[src/rtl/hazard_scoreboard.sv]
// ID-stage hazard scoreboard: pending bits for long-latency ops, load-use detection and stall counting.
// Optional macro HAZARD_SCOREBOARD_WB_BYPASS_EN lets a same-cycle completion release raw/waw stalls.
module hazard_scoreboard #(
    parameter int unsigned MAX_OUT = 4,
    parameter int unsigned CNT_W   = 4
) (
    input  logic             clk,
    input  logic             rst,
    input  logic             i_id_valid,
    input  logic [4:0]       i_id_rs1,
    input  logic             i_id_rs1_used,
    input  logic [4:0]       i_id_rs2,
    input  logic             i_id_rs2_used,
    input  logic [4:0]       i_id_rd,
    input  logic             i_id_regwrite,
    input  logic             i_id_long,
    input  logic             i_ex_memread,
    input  logic [4:0]       i_ex_rd,
    input  logic             i_flush,
    input  logic             i_wb_valid,
    input  logic [4:0]       i_wb_rd,
    output logic             o_stall,
    output logic [31:0]      o_pending,
    output logic [CNT_W-1:0] o_outstanding,
    output logic             o_error,
    output logic [15:0]      o_stall_cycles
);

    localparam int unsigned REG_N = 32;

    logic [REG_N-1:0] r_pending;
    logic [CNT_W-1:0] r_outstanding;
    logic             r_error;
    logic [15:0]      r_stall_cycles;

    logic [REG_N-1:0] w_pend_eff;
    logic [REG_N-1:0] w_clr_mask;
    logic [REG_N-1:0] w_set_mask;
    logic             w_clr_en;
    logic             w_set_en;
    logic             w_wb_orphan;
    logic             w_raw;
    logic             w_waw;
    logic             w_lu;
    logic             w_full;
    logic             w_stall;

    assign w_clr_en    = i_wb_valid & (i_wb_rd != 5'd0) & r_pending[i_wb_rd];
    assign w_wb_orphan = i_wb_valid & (i_wb_rd != 5'd0) & ~r_pending[i_wb_rd];
    assign w_clr_mask  = REG_N'(w_clr_en) << i_wb_rd;

`ifdef HAZARD_SCOREBOARD_WB_BYPASS_EN
    // Register file writes before it reads, so a completing register is already safe to read.
    assign w_pend_eff = r_pending & ~w_clr_mask;
`else
    assign w_pend_eff = r_pending;
`endif

    assign w_raw  = (i_id_rs1_used & (i_id_rs1 != 5'd0) & w_pend_eff[i_id_rs1])
                  | (i_id_rs2_used & (i_id_rs2 != 5'd0) & w_pend_eff[i_id_rs2]);
    assign w_waw  = i_id_regwrite & (i_id_rd != 5'd0) & w_pend_eff[i_id_rd];
    assign w_lu   = i_ex_memread & (i_ex_rd != 5'd0)
                  & ((i_id_rs1_used & (i_id_rs1 == i_ex_rd))
                   | (i_id_rs2_used & (i_id_rs2 == i_ex_rd)));
    assign w_full = i_id_long & i_id_regwrite & (r_outstanding == CNT_W'(MAX_OUT));

    // A killed ID instruction never stalls and never issues.
    assign w_stall  = i_id_valid & ~i_flush & ~rst & (w_raw | w_waw | w_lu | w_full);
    assign w_set_en = i_id_valid & ~w_stall & ~i_flush & i_id_long & i_id_regwrite
                    & (i_id_rd != 5'd0);
    assign w_set_mask = REG_N'(w_set_en) << i_id_rd;

    // Set is applied after clear so a same-cycle set on the same register wins.
    always_ff @(posedge clk) begin
        if (rst) begin
            r_pending      <= '0;
            r_outstanding  <= '0;
            r_error        <= 1'b0;
            r_stall_cycles <= '0;
        end else begin
            r_pending     <= ((r_pending & ~w_clr_mask) | w_set_mask) & ~REG_N'(1);
            r_outstanding <= r_outstanding + CNT_W'(w_set_en) - CNT_W'(w_clr_en);
            if (w_wb_orphan) begin
                r_error <= 1'b1;
            end
            if (w_stall && (r_stall_cycles != 16'hFFFF)) begin
                r_stall_cycles <= r_stall_cycles + 16'd1;
            end
        end
    end

    assign o_stall        = w_stall;
    assign o_pending      = r_pending;
    assign o_outstanding  = r_outstanding;
    assign o_error        = r_error;
    assign o_stall_cycles = r_stall_cycles;

endmodule

[config.mk]
export PLATFORM = sky130hd
export DESIGN_NAME = hazard_scoreboard
export DESIGN_NICKNAME = d
export VERILOG_FILES = /design/src/rtl/hazard_scoreboard.sv
export SDC_FILE = /design/constraint.sdc
export NUM_CORES = 1
export LEC_CHECK = 0
export ABC_AREA = 0
export CORE_MARGIN = 2
export CORE_UTILIZATION = 51
export CTS_CLUSTER_DIAMETER = 100
export DETAILED_ROUTE_END_ITERATION = 16
export PLACE_DENSITY_LB_ADDON = 0.05
export SLEW_MARGIN = 40
export SYNTH_ARGS = -nofsm -noshare
export SYNTH_HDL_FRONTEND = slang
export SYNTH_SLANG_ARGS = --single-unit
[constraint.sdc]
create_clock -name clk -period 5.9 [get_ports clk]
set_input_delay 1.18 -clock clk [delete_from_list [all_inputs] [get_ports clk]]
set_output_delay 1.18 -clock clk [all_outputs]
set_load 0.02 [all_outputs]
## After elaboration in Yosys (flattened, before gate mapping)

Index checks and enable logic that the tools add are counted.

- Register bits: 53
- Input bits: 35
- Output and inout port bits: 54
- Logic and storage cells: 67

- $add $sub $neg: 3
- Order comparisons: 4
- Eq/ne operators: 4
- Shifts and indexed selects: 2
- Muxes and demuxes: 8
- Bitwise logic cells: 35
- Reductions and logical operators: 6

Operators by type and width:

| kind | number |
|---|---|
| 1-bit by 5-bit left shift with 32-bit output | 2 |
| 32-bit bitwise AND | 1 |
| 32-bit inverter | 1 |
| 32-bit OR | 1 |
| 5-bit nonzero test | 5 |
| 5-bit by 6-bit less-than comparator with 1-bit output (second input constant) | 4 |
| 1-bit bitwise AND | 23 |
| 1-bit binary-select mux with 5-bit select | 4 |
| 16-bit by 1-bit adder with 16-bit output (second input constant) | 1 |
| 16-bit inequality test (second input constant) | 1 |
| 5-bit == test | 2 |
| 1-bit OR | 5 |
| 4-bit by 1-bit adder with 4-bit output | 1 |
| 4-bit by 3-bit == test with 1-bit output (second input constant) | 1 |
| 1-bit 2-to-1 mux | 4 |
| 1-bit inverter | 4 |
| 4-bit by 1-bit subtractor with 4-bit output | 1 |
| 1-bit logical AND | 1 |

## Logic depth before layout (Yosys ltp)

Gate-level depths: netlist (run 1).

- Depth in word-level cells: 16
- Gate-level depth with buffers: 17
- Gate-level depth less buffers: 13

## Worst setup path before layout (run 1)

Ideal clock, no wire load.

- Path kind: input-to-reg
- Start: in i_id_rd[1]
- End: reg r_outstanding[2] (netlist: o_outstanding[2])
- Library setup time: 0.128 ns
- Arrival: 4.498 ns
- Data required time: 5.772 ns
- Slack: 1.275 ns
- Cell stages on the path: 17
- Cell sequence: clkbuf_1 > clkbuf_1 > mux4_2 > a32o_1 > a31oi_1 > o21ai_0 > a2111oi_4 > buf_4 > buf_4 > o21ai_0 > ha_1 > inv_1 > ha_1 > inv_1 > fa_1 > xor2_1 > nor2_1

- Longest elaborated chain between the ends: 15
- Elaborated cells on any way between the ends: 17

Ends and longest elaborated chain:

| item | RTL line | text |
|---|---|---|
| start, declared | 14 | `input logic [4:0] i_id_rd,` |
| 1-bit binary-select mux with 5-bit select / 5-bit nonzero test (equally long branches) | 61, 70 |  |
| 1-bit 2-to-1 mux (not written as such) / 1-bit bitwise AND (equally long branches) | 61 | `assign w_waw = i_id_regwrite & (i_id_rd != 5'd0) & w_pend_eff[i_id_rd];` |
| 1-bit bitwise AND | 61 |  |
| 1-bit OR (3 in series) | 68 | `assign w_stall = i_id_valid & ~i_flush & ~rst & (w_raw \| w_waw \| w_lu \| w_full);` |
| 1-bit bitwise AND | 68 |  |
| 1-bit inverter | 69 | `assign w_set_en = i_id_valid & ~w_stall & ~i_flush & i_id_long & i_id_regwrite` |
| 1-bit bitwise AND (4 in series) | 69 |  |
| 1-bit bitwise AND (*) | 70 | `& (i_id_rd != 5'd0);` |
| 4-bit by 1-bit adder with 4-bit output (*) | 82 | `r_outstanding <= r_outstanding + CNT_W'(w_set_en) - CNT_W'(w_clr_en);` |
| 4-bit by 1-bit subtractor with 4-bit output (*) | 82 |  |
| end signal, assigned | 82 |  |
| end, declared | 32 | `logic [CNT_W-1:0] r_outstanding;` |

Mark *: on every way between the ends. The rest lies on a longest branch, timed or not. The select of a mux whose other input is x is not followed.
A chain may end at the register's enable or synchronous reset.

## Worst setup path after layout (run 1)

- Start: in i_id_rs2[0]
- End: out o_stall

- Longest elaborated chain between the ends: 8
- Elaborated cells on any way between the ends: 14

Ends and longest elaborated chain:

| item | RTL line | text |
|---|---|---|
| start, declared | 12 | `input logic [4:0] i_id_rs2,` |
| 1-bit binary-select mux with 5-bit select / 5-bit nonzero test (equally long branches) | 60 | `\| (i_id_rs2_used & (i_id_rs2 != 5'd0) & w_pend_eff[i_id_rs2]);` |
| 1-bit 2-to-1 mux (not written as such) / 1-bit bitwise AND (equally long branches) | 60 |  |
| 1-bit bitwise AND | 60 |  |
| 1-bit OR | 60 |  |
| 1-bit OR | 68 |  |
| 1-bit OR (*) (2 in series) | 68 |  |
| 1-bit bitwise AND (*) | 68 |  |
| end, declared | 22 | `output logic o_stall,` |

Marked as above.

==> results.toml, run 1 <==
[floorplan]
ios = 89
start_util_pct = 53.3
rows = 31
die_y_um = 91.5
die_area_um2 = 8370
core-area_um2 = 7330
fp.dieW_um = 91.5

[final_layout]
nets = 536
drive_gt1_share_pct = 11.3
antenna_cells = 0
final_cells = 594
areaGrowthSynthToFinish_pct = 25.7

[critical_path]
cp-end-kind = "output port"
cp.arrival_ns = 4.29
start_kind = "input port"
critical_path_class = "input port to output port"
required_ns = 4.72
path_max_fanout = 8
reg2reg_depth = 14

[sta]
rsz0062_at_grt = "false"
finalCritPeriodShare_pct = 92.7
min_period_ns = 5.47
relSlewSlack_pct = 49.6
finalSetupViolations = 0
finalMaxSlewViolations = 0
max_freq_mhz = 183
fin_setup_tns_ns = 0
whs_ns = 0.503
worstMarginPinSlew_ns = 0.749
hold_violations = 0
skew_ns = 0.00878
setup_slack_ns = 0.429

[synthesis]
yosys-top-cells-count = "52 x dfxtp_1, 25 x mux4_2, 21 x inv_1"
synth_top_area_cell = "dfxtp_1"
syn_inst = 427
synth.top_cell.area_share_pct = 26.7
synth_area_um2 = 3900
synthFlopType = "dfxtp_1"
syn-mean-instance-area_um2 = 9.14
synth.distinct_cells = 66
synth_seq_cells = 52
synthTopCellsByArea = "dfxtp_1 27%, mux4_2 14%, o31ai_1 3.8%, mux2i_1 3.1%, or4_1 2.7%"
synth.most_common_cell = "dfxtp_1"
ys_warn_count = 0
async_flop_share_pct = 0
synth_edf_count = 0
synth_fp_nets = 469
synth-seq-area-share_pct = 26.7

[route]
wirelength_um = 12900
avgRoutedWirePerCell_um = 21.7
num_vias = 4030
drt_first_pass_iters = 5
drt_iter0_drc = 442
ant_nets = 0
vias_per_cell = 6.78
drcViolationCount = 0

[clock_tree]
cts_made_buffers = 5
h-tree-depth = 2
cts_setup_buffers = 0
cts_tree = "done"
cts.repair.resized = 0
clk_pin_slew_ns = 0.09
root_buffer = "clkbuf_8"
clk_latency_ns = 0.31
clockBufferDepth = 2
holdBufCountCts = 0
cts.sinks = 52

[global_routing]
grt.total_usage_pct = 31.1
grt_pass1_wl_um = 20600
grt-ovfl-total = 0
grt_max_degree = 44
grt_pass1_vias = 3826
antenna_found_initial = 0

[outcome]
status = "finished, final reports clean"

[placed_design]
preCtsSetupSlack_ns = 0.455
dp_hpwl_um = 9280
gp_congestion = 0.949
place.port_buffers = 87
dpl.cell_count = 586

[power]
peakVddDrop_mv = 0.113
p_per_area_nw_per_um2 = 152
finalPower_mw = 0.744
p_leak_nw = 1.67

[job]
cap_violations = 0

[min_path]
whs_path_depth = 2
hold_class = "flip-flop to flip-flop"
path summary, 6_finish.rpt:
kind | from | end | slack [ns]
worst max-delay path | i_id_rs2[0] | o_stall | 0.43
worst min-delay path | o_stall_cycles[10]$_SDFFE_PP0P_ | o_stall_cycles[10]$_SDFFE_PP0P_ | 0.50
worst max register to register | o_pending[9]$_SDFF_PP0_ | o_outstanding[2]$_SDFF_PP0_ | 2.12
worst min register to register | o_stall_cycles[10]$_SDFFE_PP0P_ | o_stall_cycles[10]$_SDFFE_PP0P_ | 0.50
layout by cell type, fill, tap and decap left out, types with 3 or more instances in the layout:
| master | n |
|---|---|
| and3_1 | 10 |
| mux4_2 | 25 |
| and4b_1 | 4 |
| dfxtp_1 | 52 |
| a21o_1 | 3 |
| inv_1 | 21 |
| ha_1 | 6 |
| o21ai_0 | 17 |
| a41o_1 | 3 |
| a21oi_1 | 19 |
| o31ai_1 | 20 |
| a311oi_1 | 6 |
| nor4_1 | 6 |
| a31o_1 | 4 |
| nand2_1 | 18 |
| or3_1 | 4 |
| nand3_1 | 12 |
| buf_4 | 7 |
| or4_1 | 14 |
| mux2_2 | 7 |
| and2_1 | 5 |
| o21ai_1 | 17 |
| xor2_1 | 10 |
| o211ai_1 | 5 |
| nor2b_1 | 13 |
| clkdlybuf4s50_1 | 86 |
| clkbuf_8 | 5 |
| nor3b_1 | 6 |
| mux2i_1 | 12 |
| nor2_1 | 19 |
| nor3_1 | 4 |
| nand4_1 | 4 |
| a311o_1 | 4 |
| nand2b_1 | 4 |
cells by family (layout without fill, tap and decap cells):
group	after synthesis	after routing	synth area share [%]
AO/OA/AOI/OAI	122	122	22.2
XOR/XNOR	12	12	2.69
adder cells (fa/ha/maj)	7	7	2.44
buffers and inverters	55	123	6.03
flip-flops	52	52	26.7
multiplexers	45	45	19.8
other	1	1	0.0961
AND/OR/NAND/NOR	133	133	20.0
registers in the layout, summed over array words and instances, names as in the netlist:
register,flops
o_stall_cycles,16
o_error,1
o_outstanding,4
o_pending,31
where the power goes:
group          total [mW]  internal, mW  switching [mW]
Sequential          0.356         0.353         0.00311
Combinational       0.134        0.0551          0.0792
Clock               0.254         0.128           0.126
Total               0.744         0.536           0.208
layout make-up:
cell class	instances	area (um^2)
tap	99	124
clock buffer	5	68.8
clock inverter	3	46.3
timing repair buffer	94	918
inverter	21	78.8
multi-input combinational	320	2630
sequential	52	1040
fill	607	2420
metal layers:
layer / track usage [%] / share of wire, % / up-vias
li1: - / - / 1801
met4: 11.1 / 3.5 / 0
met3: 5.89 / 11 / 51
met5: 0 / 0 / -
met1: 43.5 / 41 / 1902
met2: 47.9 / 45 / 276
per-stage QoR:
stage	utilization, %	area, um^2
global placement	65.4	4790
detailed placement	65.4	4790
floorplan	-	3900
CTS	67.0	4910
finish	66.9	4910
global route	66.9	4910
critical path, stage by stage:
cell,delay [ns]
clkdlybuf4s50_1,0.71
mux4_2,0.55
mux2_2,0.27
and3_1,0.18
o41a_1,0.37
a2111oi_4,0.25
or2_2,0.19
nor2_1,0.04
clkdlybuf4s50_1,0.55
No activity file was read; power rests on OpenSTA's default activity.
==> run 2: changes to the inputs <==
Settings changed: CTS_CLUSTER_DIAMETER 100 to 80.
==> results of run 2 <==
The final DEF is identical to that of run 1; final timing and power are the same.
